File: src/rtl/press_pkg.sv
// Shared types and default timings for the push-button press classifier.
package press_pkg;

  typedef enum logic [2:0] {
    ST_IDLE   = 3'd0,
    ST_DB     = 3'd1,
    ST_PRESS  = 3'd2,
    ST_LONG   = 3'd3,
    ST_GAP    = 3'd4,
    ST_GDB    = 3'd5,
    ST_SECOND = 3'd6
  } press_state_t;

  localparam int DEF_CNT_W        = 16;
  localparam int DEF_DEBOUNCE_P   = 300;
  localparam int DEF_LONG_T       = 5000;
  localparam int DEF_DOUBLE_GAP_T = 400;
  localparam int SYNC_DEPTH       = 2;

  // States in which the debounced level output reads as pressed.
  function automatic logic is_held(press_state_t st);
    return (st == ST_PRESS) || (st == ST_LONG) || (st == ST_SECOND);
  endfunction

endpackage

File: src/rtl/press_channel.sv
// One button channel: 2-FF synchroniser, debounce/classify FSM and saturating timer.
// Double-click states (GAP, GDB, SECOND) are compiled in only with PRESS_DOUBLE_CLICK_EN.
//
//   state  | meaning
//   IDLE   | released, waiting for a synchronised press
//   DB     | press seen, waiting for it to stay stable for DEBOUNCE_P cycles
//   PRESS  | accepted press, timing towards long
//   LONG   | press held past LONG_T, waiting for release
//   GAP    | short press released, waiting for a possible repress
//   GDB    | repress seen during the gap, debouncing it
//   SECOND | accepted second press, waiting for release
module press_channel
  import press_pkg::*;
#(
  parameter int CNT_W        = DEF_CNT_W,
  parameter int DEBOUNCE_P   = DEF_DEBOUNCE_P,
  parameter int LONG_T       = DEF_LONG_T,
  parameter int DOUBLE_GAP_T = DEF_DOUBLE_GAP_T
) (
  input  logic clk,
  input  logic rst,
  input  logic button,
  output logic pressed,
  output logic short_pulse,
  output logic long_pulse,
  output logic double_pulse
);

  localparam longint CNT_LIMIT = longint'(1) << CNT_W;

  if (CNT_W < 1 || DEBOUNCE_P < 1 || LONG_T < 1 || DOUBLE_GAP_T < 1 ||
      DEBOUNCE_P >= CNT_LIMIT || LONG_T >= CNT_LIMIT || DOUBLE_GAP_T >= CNT_LIMIT) begin : g_param_check
    $error("press_channel: timing parameters must be >= 1 and < 2**CNT_W");
  end

  localparam logic [CNT_W-1:0] DB_LAST   = CNT_W'(DEBOUNCE_P - 1);
  localparam logic [CNT_W-1:0] LONG_LAST = CNT_W'(LONG_T - 1);
  localparam logic [CNT_W-1:0] CNT_MAX   = '1;

  logic [SYNC_DEPTH-1:0] sync;
  logic                  s;
  press_state_t          state, next_state;
  logic [CNT_W-1:0]      cnt;
  logic                  short_n, long_n;

  assign s = sync[SYNC_DEPTH-1];

  always_ff @(posedge clk or negedge rst) begin
    if (!rst) sync <= '0;
    else      sync <= {sync[SYNC_DEPTH-2:0], button};
  end

`ifdef PRESS_DOUBLE_CLICK_EN
  localparam logic [CNT_W-1:0] GAP_LAST = CNT_W'(DOUBLE_GAP_T - 1);
  logic double_n;
`endif

  always_comb begin
    next_state = state;
    short_n    = 1'b0;
    long_n     = 1'b0;
`ifdef PRESS_DOUBLE_CLICK_EN
    double_n   = 1'b0;
`endif
    case (state)
      ST_IDLE:  if (s) next_state = ST_DB;
      ST_DB: begin
        if (!s)                 next_state = ST_IDLE;
        else if (cnt == DB_LAST) next_state = ST_PRESS;
      end
      ST_PRESS: begin
        if (!s) begin
`ifdef PRESS_DOUBLE_CLICK_EN
          next_state = ST_GAP;
`else
          next_state = ST_IDLE;
          short_n    = 1'b1;
`endif
        end else if (cnt == LONG_LAST) begin
          next_state = ST_LONG;
        end
      end
      ST_LONG: begin
        if (!s) begin
          next_state = ST_IDLE;
          long_n     = 1'b1;
        end
      end
`ifdef PRESS_DOUBLE_CLICK_EN
      ST_GAP: begin
        if (s) begin
          next_state = ST_GDB;
        end else if (cnt == GAP_LAST) begin
          next_state = ST_IDLE;
          short_n    = 1'b1;
        end
      end
      // A bounce while debouncing the repress ends the gap: report the first press.
      ST_GDB: begin
        if (!s) begin
          next_state = ST_IDLE;
          short_n    = 1'b1;
        end else if (cnt == DB_LAST) begin
          next_state = ST_SECOND;
        end
      end
      ST_SECOND: begin
        if (!s) begin
          next_state = ST_IDLE;
          double_n   = 1'b1;
        end
      end
`endif
      default:  next_state = ST_IDLE;
    endcase
  end

  always_ff @(posedge clk or negedge rst) begin
    if (!rst) begin
      state       <= ST_IDLE;
      cnt         <= '0;
      pressed     <= 1'b0;
      short_pulse <= 1'b0;
      long_pulse  <= 1'b0;
    end else begin
      state       <= next_state;
      if (next_state != state)  cnt <= '0;
      else if (cnt != CNT_MAX) cnt <= cnt + 1'b1;
      pressed     <= is_held(next_state);
      short_pulse <= short_n;
      long_pulse  <= long_n;
    end
  end

`ifdef PRESS_DOUBLE_CLICK_EN
  always_ff @(posedge clk or negedge rst) begin
    if (!rst) double_pulse <= 1'b0;
    else      double_pulse <= double_n;
  end
`else
  assign double_pulse = 1'b0;
`endif

endmodule

File: src/rtl/press_classifier_multi.sv
// N_CH independent push-button classifiers (short / long / double click).
// Double-click support is enabled by defining PRESS_DOUBLE_CLICK_EN.
module press_classifier_multi
  import press_pkg::*;
#(
  parameter int N_CH         = 4,
  parameter int CNT_W        = DEF_CNT_W,
  parameter int DEBOUNCE_P   = DEF_DEBOUNCE_P,
  parameter int LONG_T       = DEF_LONG_T,
  parameter int DOUBLE_GAP_T = DEF_DOUBLE_GAP_T
) (
  input  logic            clk,
  input  logic            rst,
  input  logic [N_CH-1:0] push_button,
  output logic [N_CH-1:0] pressed,
  output logic [N_CH-1:0] short_pulse,
  output logic [N_CH-1:0] long_pulse,
  output logic [N_CH-1:0] double_pulse
);

  if (N_CH < 1) begin : g_param_check
    $error("press_classifier_multi: N_CH must be >= 1");
  end

  for (genvar i = 0; i < N_CH; i++) begin : g_ch
    press_channel #(
      .CNT_W        (CNT_W),
      .DEBOUNCE_P   (DEBOUNCE_P),
      .LONG_T       (LONG_T),
      .DOUBLE_GAP_T (DOUBLE_GAP_T)
    ) u_ch (
      .clk          (clk),
      .rst          (rst),
      .button       (push_button[i]),
      .pressed      (pressed[i]),
      .short_pulse  (short_pulse[i]),
      .long_pulse   (long_pulse[i]),
      .double_pulse (double_pulse[i])
    );
  end

endmodule

File: config.mk
export PLATFORM = sky130hd
export DESIGN_NAME = press_classifier_multi
export DESIGN_NICKNAME = d
export VERILOG_FILES = /design/src/rtl/press_pkg.sv /design/src/rtl/press_channel.sv /design/src/rtl/press_classifier_multi.sv
export SDC_FILE = /design/constraint.sdc
export NUM_CORES = 1
export LEC_CHECK = 0
export ABC_AREA = 1
export CORE_MARGIN = 2
export CORE_UTILIZATION = 55
export DETAILED_ROUTE_END_ITERATION = 12
export GPL_TIMING_DRIVEN = 0
export PLACE_DENSITY = 0.81
export SLEW_MARGIN = 20
export SYNTH_ARGS = -nofsm -noshare
export SYNTH_HDL_FRONTEND = slang
export SYNTH_SLANG_ARGS = --single-unit
File: constraint.sdc
create_clock -name clk -period 2.8 [get_ports clk]
set_input_delay 0.42 -clock clk [delete_from_list [all_inputs] [get_ports clk]]
set_output_delay 0.42 -clock clk [all_outputs]
set_load 0.05 [all_outputs]
; Yosys cells after proc, flatten, opt, wreduce, memory -nomap -nowiden
; Index checks and enable logic that the tools add are counted.
[totals]
word_cells = 132
out_inout_bits = 16
ff_bits = 96
[classes]
n_mux = 48
reduce_logical = 16
n_addsub = 4
eq_ne = 40
[ops]
columns = op, n
row1 = $mux 16, 8
row2 = $mux 3, 24
row3 = $add 16x1->16 const B, 4
row4 = $eq 16x13->1 const B, 4
row5 = $eq 16x9->1 const B, 4
row6 = $ne 16x16->1 const B, 4
row7 = $eq 3x2->1 const B, 16
row8 = $pmux 3 s4, 4
row9 = $eq 3x1->1 const B, 4
row10 = $eq 3x3->1 const B, 4
row11 = $logic_not 3->1, 4
row12 = $mux 1, 12
row13 = $ne 3x3->1, 4
row14 = $logic_or 1x1->1, 8
row15 = $reduce_bool 2->1, 4

; Logic depth before layout (Yosys ltp)
; Gate-level depths: netlist of run 1.
[depth]
word_depth = 7
depth_mapped = 12
depth_no_buf = 12

; By module
; Synthesis of run 1 repeated with hierarchy kept, for this count alone.
[hier_totals]
hier_cells = 748
area_unflattened_um2 = 5580.4
[modules_own_cells]
columns = mod, area_each_um2, cells_each, seq_area_each_um2, instances
row1 = press_channel, 1395.1, 187, 600.6, 4

; Worst setup path after synthesis of run 1
; Ideal clock, no wire load.
[synth_path]
path_type = register -> register
from = register g_ch[3].u_ch.cnt[0]
to = register g_ch[3].u_ch.cnt[0]
arrival_time_ps = 1548
slack_ps = 1131
required_ps = 2679
path_buffers = 1
stages_incl_launch_ff = 10
cell_sequence = dfrtp_1 ha_1 nand3_2 nor3_4 nand3_2 nor2_2 nand2_2 buf_6 xnor2_1 nor2_1
[synth_between]
elab_chain_cells = 6
[synth_lines]
columns = element, line
row1 = start: declaration, press_channel.sv:43  ; logic [CNT_W-1:0] cnt;
row2 = start signal: assignment, press_channel.sv:128  ; else if (cnt != CNT_MAX) cnt <= cnt + 1'b1;
row3 = $eq 16x13->1 or $eq 16x9->1 (tied branches), "press_channel.sv:79, press_channel.sv:69"
row4 = $mux 3 (on tied branches), "press_channel.sv:79, press_channel.sv:69"
row5 = $mux 3 (on tied branches), "press_channel.sv:72, press_channel.sv:68"
row6 = $pmux 3 s4, press_channel.sv:65  ; case (state)
row7 = $ne 3x3->1, press_channel.sv:127  ; if (next_state != state) cnt <= '0;
row8 = $mux 16 or $reduce_bool 2->1 (tied branches), n/a
; Several ways; a longest one is shown, not always the timed one. The select of a mux whose other input is x is not followed.
; A chain may end at the register's enable or synchronous reset.

; Worst setup path after layout of run 1
[layout_path]
from = register g_ch[2].u_ch.pressed
to = output pressed[2]
[layout_lines]
columns = element, line
row1 = start: declaration, press_channel.sv:23  ; output logic pressed,
row2 = start signal: assignment, press_channel.sv:129  ; pressed <= is_held(next_state);
row3 = end: declaration, press_classifier_multi.sv:15  ; output logic [N_CH-1:0] pressed,
; No word-level cell between the ends.

==> results of run 1 <==
-- worst paths after layout --
check / cells past startpoint / end / start / slack (ps)
worst max-delay path: 2 / pressed[2] / g_ch[2].u_ch.pressed / 780
max in group asynchronous: 3 / g_ch[0].u_ch.cnt[3] / rst / 1660
worst max register to register: 12 / g_ch[1].u_ch.cnt[10] / g_ch[1].u_ch.cnt[1] / 790
min in group asynchronous: 2 / g_ch[3].u_ch.cnt[9] / rst / 500
worst min-delay path: 0 / g_ch[2].u_ch.sync[1] / g_ch[2].u_ch.sync[0] / 360
worst min register to register: 0 / g_ch[2].u_ch.sync[1] / g_ch[2].u_ch.sync[0] / 360
-- cells by family (layout without fill, tap and decap cells) --
logic type	count (synthesis)	after routing	synth area share
and+or+nand+nor	408	408	0.356
buffers and inverters	107	142	0.0928
DFF	96	96	0.459
AOI/OAI and AO/OA	49	49	0.0505
xor gates and xnor gates	19	19	0.0318
adders and majority gates	4	4	0.00957
other	1	8	0.000717
-- layer usage --
layer / global-route usage / vias up / share of wire
li1: - / 2248 / -
met1: 0.303 / 2133 / 0.45
met2: 0.380 / 120 / 0.50
met3: 0.0421 / 17 / 0.042
met4: 0.0811 / 0 / 0.013
met5: 0 / - / 0
-- layout make-up --
cell class	instances	area, um^2	area share
clock inverters	2	12.5	0.00215
well taps	129	161	0.0278
clock buffers	14	173	0.0297
flip-flops and latches	96	2400	0.413
plain buffers	23	170	0.0293
multi-input cells	488	2370	0.408
repair buffers	19	209	0.0359
inverters	84	315	0.0542
-- critical path, stage by stage, from the launching register on --
cell and delay (ps):
dfrtp_1 350, buf_4 100, clkdlybuf4s50_1 790
-- power breakdown --
group | leakage (nW) | switching, mW | internal (mW)
sequential | 1.30 | 0.0206 | 1.41
clock | 0.0927 | 0.470 | 0.396
combinational | 1.29 | 0.103 | 0.0433
total | 2.68 | 0.594 | 1.85
-- repair_timing --
| item | in CTS | in global routing |
|---|---|---|
| setup endpoints to repair | 0 | 0 |
| endpoints found under the hold margin | 26 | 0 |
| hold buffers | 1 | 0 |
-- flip-flops by register name, summed over array words and instances, names as in the netlist --
register / count
g_ch.u_ch.long_pulse: 4
g_ch.u_ch.state: 12
g_ch.u_ch.short_pulse: 4
g_ch.u_ch.pressed: 4
g_ch.u_ch.cnt: 64
g_ch.u_ch.sync: 8
-- layout by cell type, fill, tap and decap left out, drive strengths merged, types with 2 or more instances in the layout --
master	count
nor4	4
buf	25
inv	84
nand3b	7
dfrtp	96
xor2	16
nand3	80
nand2	136
xnor2	3
or2	5
a21oi	17
a31o	2
o21ai	25
a21o	2
nand4	19
ha	4
clkdlybuf4s50	16
conb	8
nor3	29
nor2	126
clkbuf	14
o31ai	2
==> flow_metrics.py, run 1 <==
metrics = {
    "logic_synthesis": {
        "syn_inst": 684,
        "synth_most_common_cell": "nand2_1",
        "syn_avg_cell_area_um2": 7.65,
        "synth_top_cell_by_area": "dfrtp_1",
        "yosysTopAreaCellShare": 0.459,
        "ys_ff_latch": 96,
        "synth_seq_area_share": 0.459,
        "synth.distinct_cells": 33,
        "synthArstFlopShare": 1.00,
        "ys_warn_count": 0,
        "netlist_top_cells_count": "nand2_1, nor2_1, dfrtp_1, inv_1, nand3_1",
        "ys_top_cells_by_area": "dfrtp_1, nand2_1, nor2_1, nand3_1, inv_1",
        "synth_area_mm2": 0.00523,
        "synth-edff-count": 0,
        "ys_dominant_reg_cell": "dfrtp_1",
    },
    "power_and_ir_drop": {
        "ir_worst_vdd_mv": 0.320,
        "p_per_area_mw_per_mm2": 420,
        "leakagePower_nw": 2.68,
        "total_power_mw": 2.44,
    },
    "timing": {
        "fin_ws_ps": 777,
        "fin_crit_sh": 0.722,
        "fin_hold_ws_ps": 357,
        "worst_pin_slew_ps": 505,
        "maxSlewViolCount": 0,
        "fin_crit_ps": 2020,
        "setup_tns_ps": 0,
        "maxSlewHeadroom": 0.662,
        "final_hold_viol_count": 0,
        "rsz0062_at_grt": "false",
        "fmax_ghz": 0.494,
        "setup_viol": 0,
        "fin_skew_ps": 5.33,
    },
    "final_layout": {
        "fin_cells": 855,
        "drive_above_1_share": 0.0895,
        "utilization": 0.629,
        "fillers": 804,
        "num-nets-final": 731,
        "antennaDiodeCount": 0,
        "syn_to_final_growth_pct": 11.1,
        "final_area_mm2": 0.00581,
    },
    "drt": {
        "dr.pass1.iters": 5,
        "detail_route.iter0.violations": 287,
        "wl_um": 10800,
        "drc": 0,
        "final_antenna_net_count": 0,
        "num_vias": 4518,
        "wl_per_cell_um": 12.6,
        "vias_per_cell": 5.28,
    },
    "placed_design": {
        "portBuffers": 17,
        "dpl.hpwl_um": 7860,
        "dp_slack_ps": 802,
        "dpl_cell_area_mm2": 0.00562,
        "gp_congestion": 0.904,
        "placedCellCount": 838,
    },
    "global_route": {
        "grt_start_max_net_pins": 71,
        "antenna_found_initial": 0,
        "grt_pass1_wl_um": 19100,
        "grt_overflow": 0,
        "grtUsageTotal": 0.229,
        "first_global_vias": 4377,
    },
    "worst_setup_path": {
        "cp-end-kind": "output pin",
        "worstSetupPathType": "reg2out",
        "required_ps": 2380,
        "startpoint_type": "flop",
        "cp.arrival_ps": 1600,
        "path_max_fanout": 1,
    },
    "floorplan": {
        "coreArea_mm2": 0.00924,
        "die_area_mm2": 0.0103,
        "num_rows": 35,
        "die_y_um": 102,
        "die_x_um": 102,
        "io_pins": 22,
        "initial_core_util": 0.566,
    },
    "run_status": {
        "status": "finished clean",
    },
    "min_path": {
        "hold_path_class": "reg2reg",
    },
    "clock_network": {
        "clkTransAtPathRegs_ps": 90,
        "cts_max_path_buffers": 2,
        "ctsRootBufferMaster": "clkbuf_8",
        "cts_buffers": 9,
        "post_cts_buffers": 0,
        "cts-resized-gates": 0,
        "cts_tree": "built",
        "cts_sinks": 96,
        "clkLatencyLatePin_ps": 360,
        "cts-htree-levels": 3,
    },
    "run": {
        "cap_viol_max_count": 0,
    },
}
Note: power is estimated with default switching activity, not from simulation.
==> run 2: changes to the inputs <==
- PLACE_DENSITY: 0.81 -> 0.84
- clock period: 2.8 -> 1.7 ns (I/O delays scaled with it)
==> run 2 against run 1 <==
The run now ends with setup timing left. Register-to-register slack worse by 950 ps. Non-clock buffer count grew 39. Critical path depth grew 8. Die area is the same. Clock skew rose by 9.6 ps. Total power grew 79%. Count of clock-buffer cells in the layout is 5 lower. Largest power group unchanged.
==> flow_metrics.py, run 2 (same netlist as run 1, synthesis figures left out) <==
metrics = {
    "run_status": {
        "status": "finished, violations left",
        "violations": "setup timing",
    },
    "worst_setup_path": {
        "r2r-end": "g_ch[3].u_ch.cnt[5]",
        "slowest_delay_ps": 510,
        "reg2reg_from": "g_ch[3].u_ch.cnt[3]",
        "required_ps": 1950,
        "cp-end-kind": "flop",
        "critPathSlowestCell": "dfrtp_1",
        "cpMostUsedCell": "nand2_1",
        "worstPathCellList": "inv_1, nand3_1, nor2_1, nand2_1, nand2_1, nand4_1, nand2_1, buf_6, buf_8, nor2_2",
        "reg2reg_slack_ps": -160,
        "path_max_fanout": 6,
        "startpoint_type": "flop",
        "cp.arrival_ps": 2120,
        "worstSetupPathType": "reg2reg",
        "rr_worst_depth": 10,
    },
    "drt": {
        "vias_per_cell": 5.65,
        "final_antenna_net_count": 0,
        "wl_per_cell_um": 15.4,
        "detail_route.iter0.violations": 365,
        "wl_um": 13900,
        "drc": 0,
        "num_vias": 5071,
        "dr.pass1.iters": 5,
    },
    "global_route": {
        "grt_start_max_net_pins": 55,
        "grtUsageTotal": 0.224,
        "grt_overflow": 0,
        "first_global_vias": 4362,
        "antenna_found_initial": 0,
        "grt_pass1_wl_um": 18900,
    },
    "clock_network": {
        "cts-htree-levels": 3,
        "cts_buffers": 9,
        "clkTransAtPathRegs_ps": 110,
        "cts_tree": "built",
        "ctsRootBufferMaster": "clkbuf_8",
        "clkLatencyLatePin_ps": 360,
        "cts_max_path_buffers": 2,
        "cts_sinks": 96,
    },
    "power_and_ir_drop": {
        "pwr-share-comb": 0.089,
        "power.switching_mw": 1.18,
        "pwr-share-clk": 0.368,
        "ir_worst_vdd_mv": 0.605,
        "p_int_mw": 3.18,
        "switching_share": 0.271,
        "p_seq_frac": 0.542,
        "p_per_area_mw_per_mm2": 661,
        "leakagePower_nw": 3.09,
    },
    "final_layout": {
        "syn_to_final_growth_pct": 26.1,
        "drive_above_1_share": 0.241,
        "num-nets-final": 773,
        "regMostFlops": "g_ch.u_ch.cnt",
        "largest_register_ffs": 64,
        "utilization": 0.714,
        "layout_common_cells": "nand2_1, nor2_1, dfrtp_1",
        "top_regs": "g_ch.u_ch.cnt x64, g_ch.u_ch.state x12, g_ch.u_ch.sync x8",
        "final_common_cell": "nand2_1",
        "antennaDiodeCount": 0,
    },
    "min_path": {
        "hold_start": "push_button[1]",
        "whs_endpoint": "g_ch[1].u_ch.sync[0]",
        "hold_path_class": "in2reg",
        "min_path_cells": 1,
    },
    "timing": {
        "fin_crit_ps": 1860,
        "setup_tns_ps": -2150,
        "maxSlewViolCount": 0,
        "fmax_ghz": 0.536,
        "fin_skew_ps": 14.9,
        "final_hold_viol_count": 0,
        "fin_ws_ps": -164,
        "rsz0062_at_grt": "true",
        "fin_crit_sh": 1.10,
        "setup_viol": 38,
    },
    "floorplan": {
        "die_x_um": 102,
        "num_rows": 35,
        "initial_core_util": 0.566,
        "die_y_um": 102,
        "coreArea_mm2": 0.00924,
        "io_pins": 22,
        "die_area_mm2": 0.0103,
    },
    "run": {
        "cap_viol_max_count": 0,
    },
    "placed_design": {
        "gp_congestion": 0.925,
        "portBuffers": 17,
        "dp_slack_ps": -241,
        "dpl.hpwl_um": 7510,
    },
}
[run 2: cell types whose count changed in the layout (fill, tap and decap cells not counted), moves of 7 or more]
cell	previous run	this run
buf_4	17	49
nand3_2	6	15
clkdlybuf4s50_1	16	4
nand3_1	74	63
dfrtp_1	96	88
nor2_2	2	22
nand2_1	132	120
nand2_4	0	8
nor2_4	1	9
dfrtp_2	0	8
buf_6	3	10
nor2_1	123	95
dlygate4sd2_1	0	12
[run 2: what timing repair did]
item | in CTS | in global routing
hold buffers | 1 | 0
buffers inserted | 9 | 26
pin swaps | 5 | 33
cloned | 1 | 6
endpoints found under the hold margin | 42 | 0
endpoints found under the setup margin | 65 | 61
resized for setup | 34 | 106
[run 2: per-layer routing]
| metal | GRT usage | vias to the layer above | part of all wire | wire length, um |
|---|---|---|---|---|
| li1 | - | 2349 | - | - |
| met1 | 0.299 | 2380 | 0.39 | 5450 |
| met2 | 0.379 | 284 | 0.50 | 6880 |
| met3 | 0.0400 | 58 | 0.078 | 1090 |
| met4 | 0.0624 | 0 | 0.031 | 428 |
| met5 | 0 | - | 0 | 0 |
[run 2: how the worst max path moves through the flow]
| stage | endpoint | slack [ps] | start | depth (start not counted) |
|---|---|---|---|---|
| 4_1_cts | g_ch[1].u_ch.cnt[3] | 0.02 | g_ch[1].u_ch.cnt[0] | 12 |
| 3_3_place_gp | g_ch[0].u_ch.cnt[11] | -3060 | rst | 1 |
| 6_report | g_ch[3].u_ch.cnt[5] | -160 | g_ch[3].u_ch.cnt[3] | 10 |
| 3_5_place_dp | g_ch[3].u_ch.cnt[5] | -240 | g_ch[3].u_ch.cnt[0] | 9 |
| 2_1_floorplan | g_ch[3].u_ch.cnt[0] | 30 | g_ch[3].u_ch.cnt[0] | 9 |
| 5_1_grt | g_ch[3].u_ch.cnt[8] | -160 | g_ch[3].u_ch.cnt[9] | 11 |
[run 2: layout make-up]
class | count | area (um^2)
Multi-Input combinational cell | 491 | 2810
Fill cell | 640 | 2640
Sequential cell | 96 | 2410
Timing Repair Buffer | 58 | 503
Inverter | 84 | 318
Buffer | 23 | 190
Tap cell | 129 | 161
Clock buffer | 9 | 124
Clock inverter | 7 | 83.8
[run 2: stage by stage]
stage | cells | instance area (um^2) | power [mW] | hold WS [ps]
2_1_floorplan | 691 | 5260 | 2.53 | -40.6
3_5_place_dp | 838 | 5620 | 2.64 | 199
6_report | 897 | 6600 | 4.36 | 313
4_1_cts | 865 | 6000 | 4.23 | 315
5_1_grt | 897 | 6600 | 4.48 | 307
3_3_place_gp | 837 | 5590 | 2.62 | 337
[run 2: worst max-delay path, delay by kind of cell (launching register included)]
| kind | cells | cell delay [ps] |
|---|---|---|
| flip-flops | 1 | 510 |
| AND/OR/NAND/NOR | 7 | 800 |
| buffers and inverters | 3 | 450 |
[run 2: power groups by stage]
| stage | Clock, mW | Combinational, mW | Sequential [mW] |
|---|---|---|---|
| 5_1_grt | 1.69 | 0.420 | 2.37 |
| 6_report | 1.61 | 0.389 | 2.37 |
| 4_1_cts | 1.60 | 0.274 | 2.36 |
| 3_5_place_dp | 0 | 0.240 | 2.40 |
| 2_1_floorplan | 0 | 0.143 | 2.39 |
| 3_3_place_gp | 0 | 0.221 | 2.40 |
==> run 3: changes to the inputs <==
- CORE_ASPECT_RATIO: unset -> 1.75
- PLACE_DENSITY: 0.84 -> 0.76
==> run 3 against run 2 <==
Hold slack better by 25 ps. The flow still finishes with violations (setup timing). Utilization grew 1.4 points. Wire length shrank 4.5%. Via count down 5.6%. Count of clock-buffer cells in the layout stayed put. Sequential share of layout area shrank 1.1 points. Flip-flop and latch count stayed put.
==> flow_metrics.py, run 3 (same netlist as run 1, synthesis figures left out) <==
metrics = {
    "run_status": {
        "status": "finished, violations left",
        "violations": "setup timing",
    },
    "worst_setup_path": {
        "path_max_fanout": 7,
        "worstSetupPathType": "reg2reg",
        "startpoint_type": "flop",
        "cp.arrival_ps": 2100,
        "cp-end-kind": "flop",
        "required_ps": 1980,
    },
    "placed_design": {
        "dpl.hpwl_um": 7820,
        "portBuffers": 17,
        "placedCellCount": 831,
        "gp_congestion": 0.893,
        "dpl_cell_area_mm2": 0.00561,
    },
    "final_layout": {
        "num-nets-final": 766,
        "regMostFlops": "g_ch.u_ch.cnt",
        "fillers": 674,
        "final-seq-area_mm2": 0.00241,
        "fin_cells": 883,
        "final_area_mm2": 0.00681,
        "final_common_cell": "nand2_1",
        "multi_input_area_mm2": 0.00290,
        "syn_to_final_growth_pct": 30.1,
        "antennaDiodeCount": 0,
        "drive_above_1_share": 0.239,
        "largest_register_ffs": 64,
        "layout_common_cells": "nand2_1, nor2_1, dfrtp_1",
        "top_regs": "g_ch.u_ch.cnt x64, g_ch.u_ch.state x12, g_ch.u_ch.sync x8",
    },
    "floorplan": {
        "coreArea_mm2": 0.00935,
        "die_x_um": 77.7,
        "die_area_mm2": 0.0103,
        "die_y_um": 133,
        "io_pins": 22,
        "initial_core_util": 0.560,
        "num_rows": 47,
    },
    "timing": {
        "fin_crit_sh": 1.07,
        "maxSlewViolCount": 0,
        "fin_skew_ps": 8.76,
        "final_hold_viol_count": 0,
        "fmax_ghz": 0.551,
        "fin_ws_ps": -113,
        "setup_viol": 21,
        "rsz0062_at_grt": "true",
        "fin_crit_ps": 1810,
    },
    "drt": {
        "final_antenna_net_count": 0,
        "wl_per_cell_um": 15.0,
        "wl_um": 13200,
        "detail_route.iter0.violations": 397,
        "dr.pass1.iters": 5,
        "drc": 0,
        "num_vias": 4785,
        "vias_per_cell": 5.42,
    },
    "clock_network": {
        "cts_buffers": 9,
        "clkTransAtPathRegs_ps": 70,
        "cts_tree": "built",
        "clkLatencyLatePin_ps": 350,
        "cts_sinks": 96,
        "ctsRootBufferMaster": "clkbuf_16",
        "cts-htree-levels": 3,
        "cts_max_path_buffers": 2,
    },
    "power_and_ir_drop": {
        "leakagePower_nw": 3.19,
        "ir_worst_vdd_mv": 0.678,
        "p_per_area_mw_per_mm2": 744,
        "total_power_mw": 5.06,
    },
    "global_route": {
        "grtUsageTotal": 0.231,
        "grt_pass1_wl_um": 19400,
        "grt_start_max_net_pins": 60,
        "grt_overflow": 0,
        "first_global_vias": 4586,
        "antenna_found_initial": 0,
    },
    "min_path": {
        "hold_path_class": "in2reg",
    },
    "run": {
        "cap_viol_max_count": 0,
    },
}
==> run 3: cell types whose count changed in the layout (fill, tap and decap cells not counted), moves of 3 or more <==
cell / delta
buf_4: -7
buf_6: -5
clkbuf_16: +11
clkbuf_8: -9
nand2_1: -9
nand2_2: +7
nand3_4: +3
nor2_1: +7
nor2_2: -11
nor2_4: +4
==> run 3: layer usage <==
layer | track usage | vias to the layer above | share of wire
li1 | - | 2340 | -
met1 | 0.245 | 2302 | 0.38
met2 | 0.431 | 114 | 0.56
met3 | 0.0280 | 29 | 0.031
met4 | 0.126 | 0 | 0.029
met5 | 0 | - | 0
==> run 3: layout make-up <==
class | instances | area share
plain buffers | 23 | 0.0290
clock buffers | 9 | 0.0331
clock inverters | 7 | 0.0173
inverters | 84 | 0.0463
multi-input cells | 491 | 0.426
flip-flops and latches | 96 | 0.354
well taps | 122 | 0.0224
repair buffers | 51 | 0.0715
==> run 3: stage by stage <==
step	hold WS (ps)	setup TNS [ps]	worst slack, ps	util
finish	338	-1420	-113	0.728
global route	345	-5920	-244	0.728
CTS	334	-9.61	-9.61	0.655
detailed placement	184	-7040	-215	0.600
global placement	334	-307280	-3150	0.597
floorplan	-40.6	0	30.9	-
==> run 3: repair_timing <==
item                                    in CTS  in global routing
hold endpoints to repair                    37                  0
endpoints found under the setup margin      63                 60
hold buffers                                 1                  0
pin swaps                                    6                 42
resized for setup                           35                115
gates cloned                                 1                  5
setup buffers                                8                 21
==> run 3: final timing paths <==
path / start / to / slack (ps) / cells after the start
max: g_ch[1].u_ch.cnt[1] / g_ch[1].u_ch.cnt[13] / -110 / 12
max in group asynchronous: rst / g_ch[1].u_ch.cnt[15] / 710 / 3
min: push_button[3] / g_ch[3].u_ch.sync[0] / 340 / 1
min in group asynchronous: rst / g_ch[3].u_ch.cnt[13] / 370 / 2
min reg2reg: g_ch[0].u_ch.sync[0] / g_ch[0].u_ch.sync[1] / 350 / 0
max reg2reg: g_ch[1].u_ch.cnt[1] / g_ch[1].u_ch.cnt[13] / -110 / 12
==> run 3: power by group <==
part	leakage [nW]	total, mW	internal (mW)	switching, mW
Combinational	1.73	0.381	0.145	0.236
Sequential	1.29	2.37	2.32	0.0427
Clock	0.170	2.32	1.44	0.877
==> run 3: worst max-delay path, cell delays in order (launching register included) <==
cell and delay (ps):
dfrtp_1 400, ha_4 210, nand2_4 80, inv_2 60, nand2_1 50, nor2_1 110
nand2_1 90, nand2_2 100, nand4_1 130, buf_6 180, nand2_8 110, nand3_4 130
nand2_1 90
